**config.mk**
```make
export PLATFORM = sky130hd
export DESIGN_NAME = stopwatch_tx_formatter_flat
export DESIGN_NICKNAME = d
export VERILOG_FILES = /design/src/rtl/stopwatch_tx_if.sv /design/src/rtl/stopwatch_tx_formatter.sv /design/src/flat_wrapper.sv
export SDC_FILE = /design/constraint.sdc
export NUM_CORES = 1
export LEC_CHECK = 0
export CORE_ASPECT_RATIO = 0.75
export CORE_UTILIZATION = 50
export DETAILED_ROUTE_END_ITERATION = 10
export PLACE_DENSITY = 0.82
export SYNTH_ARGS = -nofsm -noshare
export SYNTH_HDL_FRONTEND = slang
export SYNTH_SLANG_ARGS = --single-unit
```
**constraint.sdc**
```tcl
create_clock -name clk -period 3.61 [get_ports clk]
set_input_delay 0.9025 -clock clk [delete_from_list [all_inputs] [get_ports clk]]
set_output_delay 0.9025 -clock clk [all_outputs]
set_load 0.1 [all_outputs]
```
**src/rtl/stopwatch_tx_if.sv**
```systemverilog
// Byte-stream link from the stopwatch formatter to the UART transmitter.
// Handshake: a byte moves on a rising clk edge where tx_valid=1 and tx_ready=1;
// while tx_valid=1 and tx_ready=0 the master holds tx_data and tx_valid stable,
// and tx_ready is ignored while tx_valid=0.
interface stopwatch_tx_if;
  logic [7:0] tx_data;
  logic       tx_valid;
  logic       tx_ready;

  modport master (output tx_data, output tx_valid, input tx_ready);
  modport slave  (input tx_data, input tx_valid, output tx_ready);
endinterface

```
**src/rtl/stopwatch_tx_formatter.sv**
```systemverilog
// stopwatch_tx_formatter: snapshots the four stopwatch BCD digits on a trigger
// and streams them as ASCII "SS.HH" plus CR LF (or LF only) over the tx link.
// Optional macro LEADING_ZERO_BLANK_EN: a zero tens-of-seconds digit is sent
// as a space instead of '0'.
// dbg_send mirrors the FSM state (0 = IDLE, 1 = SEND).
module stopwatch_tx_formatter #(
  parameter logic [7:0] SEP_CHAR = 8'h2E,
  parameter bit         SEND_CR  = 1'b1
) (
  input  logic          clk,
  input  logic          reset,
  input  logic          trigger,
  input  logic [3:0]    digit0,
  input  logic [3:0]    digit1,
  input  logic [3:0]    digit2,
  input  logic [3:0]    digit3,
  stopwatch_tx_if.master tx,
  output logic          busy,
  output logic          done,
  output logic          dropped,
  output logic          dbg_send
);

  typedef enum logic {
    IDLE = 1'b0,
    SEND = 1'b1
  } state_t;

  // Index of the LF byte, which is always the last one of the frame.
  localparam logic [2:0] LAST_IDX = SEND_CR ? 3'd6 : 3'd5;

  state_t      state_q, state_d;
  logic [2:0]  idx_q, idx_d;
  logic [15:0] snap_q, snap_d;
  logic [7:0]  data_q, data_d;
  logic        valid_q, valid_d;
  logic        busy_q, busy_d;
  logic        done_q, done_d;
  logic        dropped_q, dropped_d;

  // Out-of-range BCD values are flagged with '?' rather than wrapped.
  function automatic logic [7:0] enc_digit(input logic [3:0] v);
    logic [7:0] b;
    if (v <= 4'd9) b = 8'h30 + {4'h0, v};
    else           b = 8'h3F;
    return b;
  endfunction

  // Byte at a given frame position, taken from the latched snapshot.
  function automatic logic [7:0] frame_byte(input logic [2:0] idx, input logic [15:0] snap);
    logic [7:0] b;
    b = 8'h0A;
    case (idx)
      3'd0: begin
`ifdef LEADING_ZERO_BLANK_EN
        if (snap[15:12] == 4'd0) b = 8'h20;
        else                     b = enc_digit(snap[15:12]);
`else
        b = enc_digit(snap[15:12]);
`endif
      end
      3'd1:    b = enc_digit(snap[11:8]);
      3'd2:    b = SEP_CHAR;
      3'd3:    b = enc_digit(snap[7:4]);
      3'd4:    b = enc_digit(snap[3:0]);
      3'd5:    b = SEND_CR ? 8'h0D : 8'h0A;
      default: b = 8'h0A;
    endcase
    return b;
  endfunction

  // Next-state and next-output logic; done/dropped default low so they pulse.
  always_comb begin
    state_d   = state_q;
    idx_d     = idx_q;
    snap_d    = snap_q;
    data_d    = data_q;
    valid_d   = valid_q;
    busy_d    = busy_q;
    done_d    = 1'b0;
    dropped_d = 1'b0;
    case (state_q)
      IDLE: begin
        if (trigger) begin
          snap_d  = {digit3, digit2, digit1, digit0};
          state_d = SEND;
          idx_d   = 3'd0;
          data_d  = frame_byte(3'd0, {digit3, digit2, digit1, digit0});
          valid_d = 1'b1;
          busy_d  = 1'b1;
        end
      end
      SEND: begin
        // A frame is never queued behind the current one.
        if (trigger) dropped_d = 1'b1;
        if (valid_q && tx.tx_ready) begin
          if (idx_q == LAST_IDX) begin
            // Final LF accepted: tx_data keeps the LF byte.
            state_d = IDLE;
            idx_d   = 3'd0;
            valid_d = 1'b0;
            busy_d  = 1'b0;
            done_d  = 1'b1;
          end else begin
            idx_d  = idx_q + 3'd1;
            data_d = frame_byte(idx_q + 3'd1, snap_q);
          end
        end
      end
      default: begin
        state_d = IDLE;
        valid_d = 1'b0;
        busy_d  = 1'b0;
      end
    endcase
  end

  // State and registered outputs; reset abandons any frame immediately.
  always_ff @(posedge clk or posedge reset) begin
    if (reset) begin
      state_q   <= IDLE;
      idx_q     <= 3'd0;
      snap_q    <= 16'h0000;
      data_q    <= 8'h00;
      valid_q   <= 1'b0;
      busy_q    <= 1'b0;
      done_q    <= 1'b0;
      dropped_q <= 1'b0;
    end else begin
      state_q   <= state_d;
      idx_q     <= idx_d;
      snap_q    <= snap_d;
      data_q    <= data_d;
      valid_q   <= valid_d;
      busy_q    <= busy_d;
      done_q    <= done_d;
      dropped_q <= dropped_d;
    end
  end

  assign tx.tx_data  = data_q;
  assign tx.tx_valid = valid_q;
  assign busy        = busy_q;
  assign done        = done_q;
  assign dropped     = dropped_q;
  assign dbg_send    = (state_q == SEND);

endmodule
```
**src/flat_wrapper.sv**
```systemverilog
// flat-port wrapper written by rule: the top's interface ports become plain ports
module stopwatch_tx_formatter_flat 
#(
  parameter logic [7:0] SEP_CHAR = 8'h2E,
  parameter bit         SEND_CR  = 1'b1
)
  (clk, reset, trigger, digit0, digit1, digit2, digit3, busy, done, dropped, dbg_send, tx_tx_data, tx_tx_valid, tx_tx_ready);
  stopwatch_tx_if tx_i ();
  input  logic clk;
  input  logic reset;
  input  logic trigger;
  input  logic [3:0] digit0;
  input  logic [3:0] digit1;
  input  logic [3:0] digit2;
  input  logic [3:0] digit3;
  output logic busy;
  output logic done;
  output logic dropped;
  output logic dbg_send;
  output wire logic [$bits(tx_i.tx_data)-1:0] tx_tx_data;
  output wire logic [$bits(tx_i.tx_valid)-1:0] tx_tx_valid;
  input wire logic [$bits(tx_i.tx_ready)-1:0] tx_tx_ready;
  assign tx_tx_data = tx_i.tx_data;
  assign tx_tx_valid = tx_i.tx_valid;
  assign tx_i.tx_ready = tx_tx_ready;
  stopwatch_tx_formatter #(.SEP_CHAR(SEP_CHAR), .SEND_CR(SEND_CR)) u_core (.clk(clk), .reset(reset), .trigger(trigger), .digit0(digit0), .digit1(digit1), .digit2(digit2), .digit3(digit3), .tx(tx_i), .busy(busy), .done(done), .dropped(dropped), .dbg_send(dbg_send));
endmodule
```
# Yosys cells after proc, flatten, opt, wreduce, memory -nomap -nowiden
# Index checks and enable logic that the tools add are counted.
dict set report op_classes {
  n_lt_le_gt_ge 5
  n_bitwise 1
  reduce_logical 6
  addsub 6
  mux 26
  n_eq_ne 10
}
# operator n
set ops {}
lappend ops {{8-bit two-way mux} 8}
lappend ops {{8-bit case mux with 6 select lines} 1}
lappend ops {{6-bit by 4-bit adder with 7-bit output (first input constant)} 5}
lappend ops {{4-bit <= comparator (second input constant)} 5}
lappend ops {{8-bit case mux with 2 select lines} 1}
lappend ops {{1-bit two-way mux} 10}
lappend ops {{3-bit == test (second input constant)} 3}
lappend ops {{3-bit two-way mux} 3}
lappend ops {{2-bit != test (second input constant)} 4}
lappend ops {{3-bit by 2-bit == test with 1-bit output (second input constant)} 2}
lappend ops {{3-bit case mux with 2 select lines} 1}
lappend ops {{3-bit AND reduction} 2}
lappend ops {{1-bit case mux with 2 select lines} 2}
lappend ops {{2-bit AND reduction} 2}
lappend ops {{3-bit by 1-bit adder with 3-bit output (second input constant)} 1}
lappend ops {{3-bit by 1-bit == test with 1-bit output (second input constant)} 1}
lappend ops {{3-bit zero test} 1}
lappend ops {{1-bit logical AND} 1}
lappend ops {{1-bit NOT} 1}
dict set report word_totals {
  out_inout_bits 13
  word_cells 61
  reg_bits 31
}

# Longest topological paths before layout
dict set report depth {
  ltp_word 6
  mapped_depth 9
  mapped_depth_nobuf 7
}

# Worst setup path after synthesis
# OpenSTA, ideal clock, no wires.
dict set report synth_timing {
  path_kind {reg2out}
  from {register u_core.valid_q, in the netlist u_core.tx.tx_valid}
  to {output tx_tx_valid}
  slack_ns 1.342
  stages_incl_launch_ff 2
  arrival_time_ns 1.366
  path_cell_list {dfrtp_1 buf_4}
}
# element line
set synth_lines {}
lappend synth_lines {{start: declaration} stopwatch_tx_formatter.sv:36} ;# logic valid_q, valid_d;
lappend synth_lines {{start signal: assignment} stopwatch_tx_formatter.sv:134} ;# valid_q <= valid_d;
lappend synth_lines {{end: declaration} flat_wrapper.sv:21} ;# output wire logic [$bits(tx_i.tx_valid)-1:0] tx_tx_valid;
# No word-level cell between the ends.

# Worst setup path in the final report
dict set report layout_timing {
  from {register u_core.data_q[4], in the netlist u_core.tx.tx_data[4]}
  to {output tx_tx_data[4]}
}
# element line
set layout_lines {}
lappend layout_lines {{start: declaration} stopwatch_tx_formatter.sv:35} ;# logic [7:0] data_q, data_d;
lappend layout_lines {{start signal: assignment} stopwatch_tx_formatter.sv:133} ;# data_q <= data_d;
lappend layout_lines {{end: declaration} flat_wrapper.sv:20} ;# output wire logic [$bits(tx_i.tx_data)-1:0] tx_tx_data;
# No word-level cell between the ends.

==> results.md <==
GRT:
- Entering global routing, the biggest net connects 30 pins.
- The number of global-route vias before repair came to between 1000 and 1500.
- The wire length of the first global-routing pass is approximately 5500 um.
- The aggregate global-route resource usage is roughly a quarter.
- The number of antenna violations at the first check in global routing was 0.
- After global routing the overflow that remains totals 0.

Finish:
- Relative to the synthesized area, the layout overhead comes to 24.9%.
- The post-layout instance count excluding filler cells is approximately 210.
- The share of post-route cells with drive strength above 1 is about a fifth.
- The number of fill cells in the layout is 224.
- After the last flow step, the layout net total stands at a little under 200.
- The number of antenna cells inserted is 0.

Pwr:
- The leakage power of the design is 0.819 nW.
- Dividing total power by cell area gives a power density of 986 nW/um^2.
- IR analysis of the VDD net gives a maximum drop of about 0.44 mV.

Die:
- The initial utilization of the core area, before any placement, comes to a little over half.
- The die span in x is ~65 um.
- The row count is 16.
- From bottom edge to top edge, the die measures just under 50 um.
- The die covers between 3000 and 4000 um^2.
- The core region is approximately 2700 um^2.
- In this run the count of I/O pins placed on the die edge is 33.

Setup path:
- STA classifies the critical path endpoint as an output port.
- The cell family with the largest share of critical-path delay is buffers and inverters.
- The number of buffers and inverters on the critical path is 1.
- The critical path required time is 2710 ps.
- The type of element launching the critical path is a register.
- The cell at the slowest stage of the critical path is clkdlybuf4s50_1.
- Walking the worst path, the cells encountered are clkdlybuf4s50_1.
- Of all nets on the critical path, the largest fanout is 2.
- The critical path is of the reg2out type.
- The largest single stage delay on the critical path is between 1000 and 1500 ps.
- At the worst endpoint, the arrival time is about 1800 ps.

Synth:
- By area the synthesized netlist is led by dfrtp_1, mux2_2, o21ai_0.
- The synthesized area divided by synthesized cell count is roughly 10 um^2.
- The most used flip-flop cell after synthesis is dfrtp_1.
- The count of state elements after synthesis is 29.
- Summed over all instances, the cell type with the most area after synthesis is dfrtp_1.
- For this run, the number of Yosys warnings is 0.
- Counting flops with an async set or reset pin after synthesis yields a share of between 90% and 100%.
- The post-synthesis cell type count is between 40 and 50.
- Summing the sequential cell areas from Yosys gives between 40% and 50% of the chip area.
- In this run, synthesis inferred 0 flip-flops with an integrated enable.
- The synthesized design devotes to its leading area cell type between 40% and 50% of total area.
- The number of instances in the synthesized netlist is 145.
- The post-synth design cell area is about 1500 um^2.

Timing:
- Setup repair after global routing left no endpoint under its margin.
- The highest achievable clock rate is between 300 and 400 MHz.
- Measured against its own limit, the worst slew margin works out to 27.8%.
- The total of endpoints with negative setup slack in the final report is 0.
- The hold violation total from the final report is 0.
- Setup total negative slack on the finished layout was measured at 0 ps.
- The slew at the pin closest to its max-slew limit is 1080 ps.
- The clock arrives with ~6.5 ps of skew.
- The clock period could shrink to 2670 ps.
- The final number of max-transition violations is 0.
- Of the available clock period, the critical path in the final layout requires between 70% and 80%.

Drt:
- The detail route stage leaves a number of antenna-violating nets equal to 0.
- The via count is around 1200.
- In this run, the number of DRC markers left after iteration 0 of detailed routing was 124.
- The per-cell routed wire length is 15.1 um.
- After detailed routing, the number of remaining DRC violations is 0.
- The pre-antenna-repair detailed-routing pass consisted of 5 iterations.
- The total routed wirelength is around 3200 um.
- In the routed layout, each cell is associated on average with a via count of roughly 5.6.

Placement:
- The number of buffers inserted by port buffering is 30.
- The sum of net half-perimeters after detailed placement is roughly 2300 um.
- The count of placed standard cells including taps is roughly 200.
- The congestion estimate from routability-driven global placement came to between 0.9 and 1.

Run status:
- The run finished with clean final reports.

Clocking:
- No sink is reached through more buffers than the 2 on the longest clock path.
- Once the clock tree was built, the resizer swapped 0 gates to a different size.
- Once the clock tree was built, the setup fixing pass inserted 0 buffers.
- The master cell of the clock root buffer is clkbuf_8.
- The number of buffers created by CTS is 5.
- The number of H-tree levels is 2.
- The clock net in this run drives a total of 29 sinks.
- Clock latency on the worst-skew pair, taken at its later pin, is between 200 and 300 ps.
- The clock tree from TritonCTS is yes.
- Clock-pin slew was measured on the worst setup and hold paths at roughly 70 ps.
- The cts-stage hold buffer count is 0.

Flow run:
- The max-capacitance violation count is 0.

Worst hold path:
- The path class of the lowest-slack min-delay path is reg2reg.
==> cells by family after synthesis <==
group / share of synthesized area, %
fa+ha+maj: 2.35
buf+inv: 6.13
simple gates: 11.1
flops: 48.7
mux: 11.9
other cells: 0.252
xor+xnor: 0.588
compound gates: 18.9
==> cells in the mapped netlist (2+ instances only) <==
| cell type | n |
|---|---|
| a2111oi_0 | 2 |
| a211oi_1 | 2 |
| a21o_1 | 3 |
| a21oi_1 | 7 |
| buf_2 | 4 |
| buf_4 | 3 |
| dfrtp_1 | 29 |
| ha_1 | 2 |
| inv_1 | 9 |
| mux2_2 | 14 |
| mux2i_1 | 2 |
| nand2_1 | 11 |
| nor2_1 | 8 |
| nor2b_1 | 3 |
| nor3_1 | 2 |
| o21ai_0 | 17 |
| o31ai_1 | 2 |
| o32ai_1 | 2 |
==> cell usage in the layout, fill, tap and decap left out, types with 2 or more instances in the layout <==
cell type        instances
o31ai_1                  2
dfrtp_1                 29
nor2b_1                  3
conb_1                   2
ha_1                     2
nor3_1                   2
inv_1                    9
mux2i_1                  2
a21oi_1                  7
mux2_2                  14
a211oi_1                 2
nor2_1                   8
o32ai_1                  2
nand2_1                 11
o21ai_0                 17
clkdlybuf4s50_1         24
a2111oi_0                2
clkbuf_8                 5
clkinv_2                 2
buf_4                    7
a21o_1                   3
==> metrics by stage <==
stage | setup slack [ps] | utilization, % | area [um^2] | power, mW | hold slack [ps]
after floorplan | 1340 | - | 1490 | 1.36 | 472
after global placement | 1080 | 65.1 | 1770 | 1.53 | 478
after detailed placement | 1030 | 65.1 | 1770 | 1.57 | 479
after CTS | 932 | 68.3 | 1860 | 1.83 | 494
after global routing | 883 | 68.3 | 1860 | 1.95 | 521
final | 938 | 68.3 | 1860 | 1.83 | 490
==> worst paths after layout <==
kind,start,endpoint,slack (ps),cells after the start
setup / recovery,u_core.tx.tx_data[4],tx_tx_data[4],940,1
hold reg to reg,u_core.tx.tx_data[3],u_core.tx.tx_data[3],490,2
min in group asynchronous,reset,u_core.snap_q[7],1190,2
hold / removal,u_core.tx.tx_data[3],u_core.tx.tx_data[3],490,2
setup reg to reg,u_core.idx_q[1],u_core.tx.tx_data[1],1330,7
max in group asynchronous,reset,u_core.snap_q[11],1770,2
==> registers in the layout (all words and copies together), names as in the netlist <==
register,count
u_core.done,1
u_core.dbg_send,1
u_core.tx.tx_data,6
u_core.dropped,1
u_core.snap_q,16
u_core.tx.tx_valid,1
u_core.idx_q,3
==> area by class of cell <==
cell class              instances  area (um^2)  area share, %
clock buffers                   5         68.8           3.70
multi-input cells              99          676           36.3
inverters                       9         33.8           1.82
well taps                      36         45.0           2.42
flip-flops and latches         29          726           39.0
repair buffers                 31          293           15.7
clock inverters                 3         17.5          0.942
==> layer usage <==
metal | vias up | GRT usage [%] | routed length [um]
li1 | 572 | - | -
met1 | 565 | 29.1 | 1400
met2 | 39 | 37.5 | 1570
met3 | 6 | 9.11 | 169
met4 | 0 | 6.52 | 47
met5 | - | 0 | 0
==> power by group <==
part	total, mW	switching [mW]	internal, mW
combinational	0.953	0.626	0.328
sequential	0.621	0.150	0.471
clock	0.258	0.125	0.133
total	1.83	0.901	0.932
Power figures use the tool's default switching activity.
